===== src/rtl/seq_mult_pkg.sv =====
// Shared types and constants for the sequential multiplier.
package mult_pkg;

   localparam int unsigned MULT_WIDTH_DEFAULT = 16;

   typedef enum logic [1:0] {
      IDLE = 2'd0,
      BUSY = 2'd1,
      DONE = 2'd2
   } mult_state_t;

endpackage


===== src/rtl/seq_mult_step.sv =====
// One shift-add iteration: add the multiplicand into the upper half when the
// multiplier bit is set, then shift the whole accumulator right by one.
module mult_step #(
   parameter int unsigned WIDTH = 16
) (
   input  logic [2*WIDTH-1:0] acc,
   input  logic [WIDTH-1:0]   mcand,
   input  logic               mbit,
   output logic [2*WIDTH-1:0] acc_next
);

   logic [WIDTH:0] sum;

   always_comb begin
      sum      = {1'b0, acc[2*WIDTH-1:WIDTH]} + (mbit ? {1'b0, mcand} : '0);
      acc_next = {sum, acc[WIDTH-1:1]};
   end

endmodule


===== src/rtl/seq_mult.sv =====
// Sequential WIDTH x WIDTH multiplier, one multiplier bit per cycle.
// Signed operation is compiled in only when SEQ_MULT_SIGNED_EN is defined.
module seq_mult
   import mult_pkg::*;
#(
   parameter int unsigned WIDTH = MULT_WIDTH_DEFAULT
) (
   input  logic             clk,
   input  logic             rst,
   input  logic             in_valid,
   output logic             in_ready,
   input  logic [WIDTH-1:0] A,
   input  logic [WIDTH-1:0] B,
   input  logic             is_signed,
   output logic             out_valid,
   input  logic             out_ready,
   output logic [WIDTH-1:0] hi,
   output logic [WIDTH-1:0] lo
);

   localparam int unsigned CW = $clog2(WIDTH + 1);

   mult_state_t        state, state_next;
   logic [CW-1:0]      cnt;
   logic [WIDTH-1:0]   mcand;
   logic [WIDTH-1:0]   mplier;
   logic [2*WIDTH-1:0] acc;
   logic [2*WIDTH-1:0] step_out;
   logic [2*WIDTH-1:0] final_acc;
   logic [WIDTH-1:0]   a_mag;
   logic [WIDTH-1:0]   b_mag;
   logic               last;

`ifdef SEQ_MULT_SIGNED_EN
   logic neg_d;
   logic neg_q;

   // Magnitudes fit in WIDTH unsigned bits, including the most-negative value.
   always_comb begin
      a_mag     = (is_signed && A[WIDTH-1]) ? (~A + 1'b1) : A;
      b_mag     = (is_signed && B[WIDTH-1]) ? (~B + 1'b1) : B;
      neg_d     = is_signed & (A[WIDTH-1] ^ B[WIDTH-1]);
      final_acc = neg_q ? (~step_out + 1'b1) : step_out;
   end

   always_ff @(posedge clk) begin
      if (rst)
         neg_q <= 1'b0;
      else if (state == IDLE && in_valid)
         neg_q <= neg_d;
   end
`else
   logic unused_is_signed;

   always_comb begin
      a_mag            = A;
      b_mag            = B;
      final_acc        = step_out;
      unused_is_signed = is_signed;
   end
`endif

   mult_step #(.WIDTH(WIDTH)) u_step (
      .acc      (acc),
      .mcand    (mcand),
      .mbit     (mplier[0]),
      .acc_next (step_out)
   );

   assign last = (cnt == CW'(WIDTH - 1));

   always_ff @(posedge clk) begin
      if (rst)
         state <= IDLE;
      else
         state <= state_next;
   end

   always_comb begin
      state_next = state;
      case (state)
         IDLE:    if (in_valid)  state_next = BUSY;
         BUSY:    if (last)      state_next = DONE;
         DONE:    if (out_ready) state_next = IDLE;
         default:                state_next = IDLE;
      endcase
   end

   always_comb begin
      in_ready  = (state == IDLE);
      out_valid = (state == DONE);
      hi        = '0;
      lo        = '0;
      if (state == DONE) begin
         hi = acc[2*WIDTH-1:WIDTH];
         lo = acc[WIDTH-1:0];
      end
   end

   always_ff @(posedge clk) begin
      if (rst) begin
         cnt    <= '0;
         mcand  <= '0;
         mplier <= '0;
         acc    <= '0;
      end else begin
         case (state)
            IDLE: begin
               if (in_valid) begin
                  mcand  <= a_mag;
                  mplier <= b_mag;
                  acc    <= '0;
                  cnt    <= '0;
               end
            end
            BUSY: begin
               acc    <= last ? final_acc : step_out;
               mplier <= mplier >> 1;
               cnt    <= cnt + CW'(1);
            end
            default: ;
         endcase
      end
   end

endmodule


===== config.mk =====
export PLATFORM = sky130hd
export DESIGN_NAME = seq_mult
export DESIGN_NICKNAME = d
export VERILOG_FILES = /design/src/rtl/seq_mult_pkg.sv /design/src/rtl/seq_mult_step.sv /design/src/rtl/seq_mult.sv
export SDC_FILE = /design/constraint.sdc
export NUM_CORES = 1
export LEC_CHECK = 0
export CAP_MARGIN = 0
export CORE_MARGIN = 5
export CORE_UTILIZATION = 35
export DETAILED_ROUTE_END_ITERATION = 10
export PLACE_DENSITY = 0.54
export SYNTH_ARGS = -nofsm -noshare
export SYNTH_HDL_FRONTEND = slang
export SYNTH_SLANG_ARGS = --single-unit

===== constraint.sdc =====
create_clock -name clk -period 7.5 [get_ports clk]
set_input_delay 1.125 -clock clk [delete_from_list [all_inputs] [get_ports clk]]
set_output_delay 1.125 -clock clk [all_outputs]
set_load 0.02 [all_outputs]

== Word-level counts from Yosys, hierarchy flattened ==
Index checks and enable logic that the tools add are counted.

* Output and inout bits: 34
* Logic and storage cells: 31
* Bits in registers: 71
* Bits of input ports: 37

* Eq/ne operators: 6
* Mux-type cells: 13
* Reduce and logical (&&, ||, !) cells: 5
* Add/subtract/negate cells: 2

{| class="wikitable"
|+ Operators by type and width
! cell !! count
|-
| $mux W16 || 4
|-
| $pmux W32 S2 || 1
|-
| $mux W32 || 1
|-
| $pmux W16 S2 || 1
|-
| $add A16 B17 Y17 || 1
|-
| $pmux W5 S2 || 1
|-
| $mux W2 || 3
|-
| $pmux W2 S3 || 1
|-
| $add A5 B1 Y5 const B || 1
|-
| $eq A5 B4 Y1 const B || 1
|-
| $mux W5 || 1
|-
| $ne A2 B2 Y1 const B || 2
|-
| $reduce_and A2 Y1 || 2
|-
| $reduce_and A3 Y1 || 1
|-
| $eq A2 B1 Y1 const B || 1
|-
| $eq A2 B2 Y1 const B || 1
|-
| $logic_not A2 Y1 || 1
|-
| $ne A2 B1 Y1 const B || 1
|-
| $reduce_bool A2 Y1 || 1
|}

== Depth between registers and ports, before layout ==
* Word-level depth: 3
* Depth in mapped cells: 9
* Depth with buffers taken out: 9

== Cells and area by module ==
Synthesis repeated with hierarchy kept, for this count alone.

* Cell total of the unflattened synthesis: 521
* Area total of the unflattened synthesis: 4108.9 um2

{| class="wikitable"
|+ By module, submodules not included
! module !! sequential area each (um2) !! area an instance (um2) !! cells each !! times used
|-
| seq_mult || 1421.4 || 3036.7 || 379 || 1
|-
| mult_step || 0.0 || 1072.3 || 142 || 1
|}

== Least setup slack after synthesis ==
OpenSTA, ideal clock, no wires.

* Kind: flip-flop to flip-flop
* Start: reg mplier[0]
* End: reg acc[28]
* Required time: 7.383 ns
* Period minus slack after synthesis: 2.429 ns
* Cell stages (with the launch flop): 9
* Library setup time: 0.117 ns
* Setup slack: 5.071 ns
* Arrival: 2.312 ns
* Buffers on the path: 1
* Cell sequence: dfxtp_1 > clkbuf_1 > and2_1 > ha_1 > a21oi_1 > a21oi_1 > or2_2 > or4_1 > a32o_1

* Word-level cells in the longest chain between the ends: 3

{| class="wikitable"
|+ Ends and longest elaborated chain
! item !! line !! source
|-
| from (decl) || seq_mult.sv:26 || <nowiki>logic [WIDTH-1:0] mplier;</nowiki>
|-
| from (signal assigned) || seq_mult.sv:111 || <nowiki>mplier <= b_mag;</nowiki>
|-
| from (signal assigned) || seq_mult.sv:118 || <nowiki>mplier <= mplier >> 1;</nowiki>
|-
| $mux W16 || seq_mult_step.sv:15 || <nowiki>sum = {1'b0, acc[2*WIDTH-1:WIDTH]} + (mbit ? {1'b0, mcand} : '0);</nowiki>
|-
| $add A16 B17 Y17 || seq_mult_step.sv:15 ||
|-
| $pmux W32 S2 || seq_mult.sv:107 || <nowiki>case (state)</nowiki>
|-
| to (signal assigned) || seq_mult.sv:117 || <nowiki>acc <= last ? final_acc : step_out;</nowiki>
|-
| to (decl) || seq_mult.sv:27 || <nowiki>logic [2*WIDTH-1:0] acc;</nowiki>
|}

Every way passes these cells.
A chain may end at the register's enable or synchronous reset.

== Worst setup path in the final report ==
* Start: reg state[1]
* End: out lo[0]

* Word-level cells in the longest chain between the ends: 2

{| class="wikitable"
|+ Ends and longest elaborated chain
! item !! line !! source
|-
| from (decl) || seq_mult.sv:23 || <nowiki>mult_state_t state, state_next;</nowiki>
|-
| from (signal assigned) || seq_mult.sv:76 || <nowiki>state <= state_next;</nowiki>
|-
| $eq A2 B2 Y1 || seq_mult.sv:94 || <nowiki>if (state == DONE) begin</nowiki>
|-
| $mux W16 || seq_mult.sv:94 ||
|-
| to (decl) || seq_mult.sv:18 || <nowiki>output logic [WIDTH-1:0] lo</nowiki>
|}

Every way passes these cells.

==> reports/metrics.json <==
{
  "hold_path": {
    "hold_depth": 2,
    "holdCritPathClass": "flip-flop to flip-flop",
    "min-delay-start": "mcand[12]",
    "worstHoldEndpoint": "mcand[12]"
  },
  "critical_path": {
    "setup.worst_path.end_class": "output port",
    "critical_path.max_fanout": 34,
    "r2r-start": "mplier[0]",
    "critical_path_arrival_ns": 2.54,
    "setup.worst_path.class": "flip-flop to output port",
    "reg2regPathDepth": 7,
    "rrSetupSlack_ns": 4.63,
    "critical_path_required_ns": 6.38,
    "critical_path.startpoint_type": "flip-flop",
    "worstReg2RegEnd": "acc[27]"
  },
  "timing": {
    "max_slew_violation_count": 0,
    "setup_viol": 0,
    "final.setup_skew_ns": 0.00977,
    "period_needed_ns": 3.67,
    "unrepaired_setup_endpoints_after_global_routing": "false",
    "maxSlewHeadroom_pct": 24.1,
    "achievable-frequency_mhz": 273,
    "worst-slew-pin-transition_ns": 1.13,
    "timing.hold.ws_ns": 0.454,
    "hold_violations": 0,
    "postLayoutSetupSlackWorst_ns": 3.83,
    "min_period_over_period_pct": 48.9,
    "setup_total_negative_slack_ns": 0
  },
  "clocking": {
    "cts.reportedPaths.clkPinSlew_ns": 0.08,
    "hold_buffer_count_at_cts": 0,
    "post_cts_resize_count": 0,
    "cts_buffer_depth": 2,
    "insertion_delay_ns": 0.35,
    "cts_setup_buffers": 0,
    "inserted_clock_buffers": 9,
    "clkSinkCount": 71,
    "cts.htree.levels": 3,
    "buffer_type_at_the_clock_tree_root": "sky130_fd_sc_hd__clkbuf_8",
    "tritoncts_clock_tree": "done"
  },
  "yosys": {
    "async_set_or_reset_register_ratio_after_synthesis_pct": 0,
    "synth-seq-area-share_pct": 38.0,
    "synthDominantCellAreaShare_pct": 38.0,
    "synth.cell_area_um2": 3740,
    "dominantRegCellSynth": "sky130_fd_sc_hd__dfxtp_1",
    "post_synth_inst_count": 481,
    "syn_nets": 537,
    "syn-mean-instance-area_um2": 7.78,
    "synth_enable_flop_cells": 0,
    "synth_top_cell_by_area": "sky130_fd_sc_hd__dfxtp_1",
    "yosys_warnings": 0,
    "synth_cell_types": 47,
    "ys_ff_latch": 71,
    "synth.area.top_cells": "sky130_fd_sc_hd__dfxtp_1 (38%), sky130_fd_sc_hd__a21oi_1 (9.1%), sky130_fd_sc_hd__and2_1 (8.0%), sky130_fd_sc_hd__nand2_1 (7.8%), sky130_fd_sc_hd__ha_1 (6.0%)",
    "yosys-top-cells-count": "sky130_fd_sc_hd__nand2_1 (78), sky130_fd_sc_hd__dfxtp_1 (71), sky130_fd_sc_hd__a21oi_1 (68)",
    "yosysMostFrequentCell": "sky130_fd_sc_hd__nand2_1"
  },
  "power": {
    "power_frac_seq_pct": 52.1,
    "combinationalPowerShare_pct": 11.8,
    "worst_ir_drop_vdd_mv": 0.0897,
    "share_clk_of_total_power_pct": 36.0,
    "leakage_uw": 0.00179,
    "p_int_uw": 550,
    "switching_share_pct": 28.4,
    "power_density_nw_per_um2": 164,
    "power_switching_uw": 218
  },
  "placed_design": {
    "dpl_worst_slack_ns": 3.90,
    "post_dp_cell_area_um2": 4520,
    "hpwl_mm": 6.37,
    "placement.io_buffers": 69,
    "gp_congestion": 0.831
  },
  "floorplan": {
    "floorplan.initialDensity_pct": 36.1,
    "pin_count": 71,
    "fp.dieH_um": 113,
    "row_count": 37,
    "design.core.area_um2": 10400,
    "overall_die_width_um": 113,
    "die-area_um2": 12900
  },
  "grt": {
    "grt_first_pass_wirelength_mm": 16.4,
    "grt_pass1_vias": 3469,
    "global_route.usage.total_pct": 15.3,
    "grt-ovfl-total": 0,
    "number_of_antenna_violations_at_the_first_check_in_global_routing": 0,
    "grt_max_degree": 65
  },
  "final_layout": {
    "final_layout_size_suffix_gt1_share_pct": 6.28,
    "fin_area_um2": 4690,
    "areaGrowthSynthToFinish_pct": 25.4,
    "antennaDiodeCount": 0,
    "final_nets": 592,
    "fill_cells": 1079
  },
  "run_status": {
    "run_status": "completed"
  },
  "detailed_routing": {
    "ant_nets": 0,
    "count_of_routing_violations_after_the_opening_detailed_route_iteration": 186,
    "drt_pre_antenna_iters": 4,
    "wirelength_per_cell_um": 14.2,
    "route.final.wire_length_mm": 9.58,
    "drc": 0,
    "vias": 3514,
    "post_drt_via_cell_ratio": 5.19
  },
  "job": {
    "drv_cap": 0
  }
}
## stage by stage
| step | util, % | power (uW) | std cells |
|---|---|---|---|
| after floorplan | - | 464 | 481 |
| after global placement | 43.6 | 500 | 661 |
| after detailed placement | 43.6 | 502 | 661 |
| after CTS | 45.2 | 782 | 677 |
| after global routing | 45.2 | 810 | 677 |
| final | 45.2 | 769 | 677 |
## worst max path at each step
stage	depth (start not counted)	endpoint	slack [ns]	from
floorplan	8	acc[28]	5.07	mplier[0]
global placement	6	acc[30]	3.94	in_valid
detailed placement	6	acc[30]	3.90	in_valid
CTS	3	lo[0]	3.75	state[1]
global route	3	hi[12]	3.56	state[1]
finish	3	lo[0]	3.83	state[1]
## layer usage
metal	vias to the layer above	track usage (%)	wire, um
met5	-	0	0
met4	0	5.05	150
met3	13	3.82	534
met2	70	26.1	4520
met1	1632	18.8	4380
li1	1799	-	-
## critical path: stages, from the launching register on
cell and delay [ns]:
sky130_fd_sc_hd__dfxtp_1 0.40, sky130_fd_sc_hd__nor2b_2 0.93, sky130_fd_sc_hd__and2_1 0.26, sky130_fd_sc_hd__clkdlybuf4s50_1 0.61
## final cells by class
class                           count  area (um2)  area share, %
Multi-Input combinational cell    373        2180           46.5
Sequential cell                    71        1420           30.3
Tap cell                          136         170           3.63
Timing Repair Buffer               73         716           15.3
Clock buffer                       10         128           2.72
Inverter                            8        30.0          0.640
Clock inverter                      6        46.3          0.987
## sequential cells by signal, summed over array words and instances, names as in the netlist
| register | count |
|---|---|
| cnt | 5 |
| mplier | 16 |
| mcand | 16 |
| acc | 32 |
| state | 2 |
## cells in the final DEF (no fill, tap or decap), drive strengths merged, types with 7 or more instances in the layout
master,count
dfxtp,71
clkbuf,10
nand3,29
a32o,7
ha,18
a21oi,68
nor2,30
o21ai,15
and2,49
a22oi,15
inv,9
nand2,78
clkdlybuf4s50,68
## cells by family (layout without fill, tap and decap cells)
family          count (synthesis)  after routing  share of synthesized area, %
xor+xnor                        1              1                         0.234
flops                          71             71                          38.0
simple gates                  223            223                          29.5
fa+ha+maj                      19             19                          6.55
compound gates                130            130                          21.8
buf+inv                        37             97                          3.95
## power by group through the flow
stage               registers [uW]  clock network [uW]  logic (uW)
CTS                            401                 289        91.8
detailed placement             410                   0        91.5
global route                   403                 305         102
finish                         401                 277        90.9
global placement               410                   0        90.5
floorplan                      406                   0        58.2
(Power assumes the default switching activity.)
==> variant (same settings) <==
`MULT_WIDTH_DEFAULT`: 16 -> 64.
--- a/src/rtl/seq_mult_pkg.sv
+++ b/src/rtl/seq_mult_pkg.sv
@@ -1,7 +1,7 @@
 // Shared types and constants for the sequential multiplier.
 package mult_pkg;
 
-   localparam int unsigned MULT_WIDTH_DEFAULT = 16;
+   localparam int unsigned MULT_WIDTH_DEFAULT = 64;
 
    typedef enum logic [1:0] {
       IDLE = 2'd0,
Interface: changed (resized A, B, hi and lo); port bits go from 71 to 263. No check against the original RTL was run, so the function may have changed too.
==> variant against the unedited design <==
Clock skew grew 0.013 ns. Via count rose to 4.0 times the old value. Area after synthesis rose to 3.9 times the old value. Wire length rose to 4.7 times the old value. Clock power increased to 5.1 times the old value. Cell area increased to 3.9 times the old value. Power rose to 4.3 times the old value. Setup slack worse by 0.95 ns. Sequential cell count up 194. Utilization shrank 0.43 points. Hold slack got worse by 0.0058 ns. Critical path type unchanged.
==> variant: results <==
[status]
status = complete, no violations

[synth]
synth_nets = 2180
synthTopCellsByCount = nand2_1, dfxtp_1, nor2_1
synth.area.top_cells = dfxtp_1, and2_1, nand2_1
ys_seq_area_share_pct = 36.4
synth_cell_types = 70
synthCells = 1981
synth_seq_cells = 265

[global_route]
grt_pass1_vias = 13700
grt_max_degree = 169
antenna_found_initial = 2
grt.total_usage_pct = 18.6

[power_and_ir_drop]
leakage_nw = 7.11
ir_drop_mv = 0.158

[place]
place_area_sq_mm = 0.0174
dp_hpwl_um = 30700
dp.cells = 2646
numPortBuffers = 261
pre_cts_ws_ns = 3.19

[worst_setup_path]
setup.worst_path.end = lo[62]
r2r_end = acc[127]
critPathTopFamily = buffers and inverters
crit_slowest_cell = nor2b_4
path_max_fanout = 68

[clock_network]
cts-root-buf = clkbuf_16
htreeDepth = 1
clockBufferDepth = 3
path_clk_slew_ns = 0.06
cts_made_buffers = 30

[finish]
design_area_sq_mm = 0.0184
antenna_cells = 1
n_clock_buffer = 43
drive_gt1_share_pct = 3.88
nFillCells = 4217
multi_input_area_share_pct = 47.2
seq_area_share_pct = 28.9

[routing]
wl_um = 44800
drtIter0Drc = 833

[sta]
fmax_ghz = 0.217
clock_skew_ns = 0.0232

[floorplanning]
rows = 74

[worst_hold_path]
hold_path_end = mcand[59]
variant: where the power goes:
group / switching (mW) / internal (mW)
clock network: 0.591 / 0.824
registers: 0.0319 / 1.47
logic: 0.221 / 0.140
variant: metal layers:
layer,up-vias,share of wire (%),global-route usage (%)
li1,7089,-,-
met1,6484,46,24.0
met2,276,47,31.9
met3,54,5.6,4.57
met4,0,2.0,3.89
met5,-,0,0
variant: logic make-up (layout without fill, tap and decap cells):
| family | count (synthesis) | in the layout | synth area share (%) |
|---|---|---|---|
| AOI/OAI and AO/OA | 433 | 433 | 17.7 |
| other | 0 | 1 | 0 |
| DFF | 265 | 265 | 36.4 |
| and+or+nand+nor | 1004 | 1004 | 32.6 |
| adders and majority gates | 66 | 66 | 5.72 |
| xor gates and xnor gates | 53 | 53 | 3.19 |
| muxes | 2 | 2 | 0.138 |
| buffers and inverters | 158 | 343 | 4.19 |
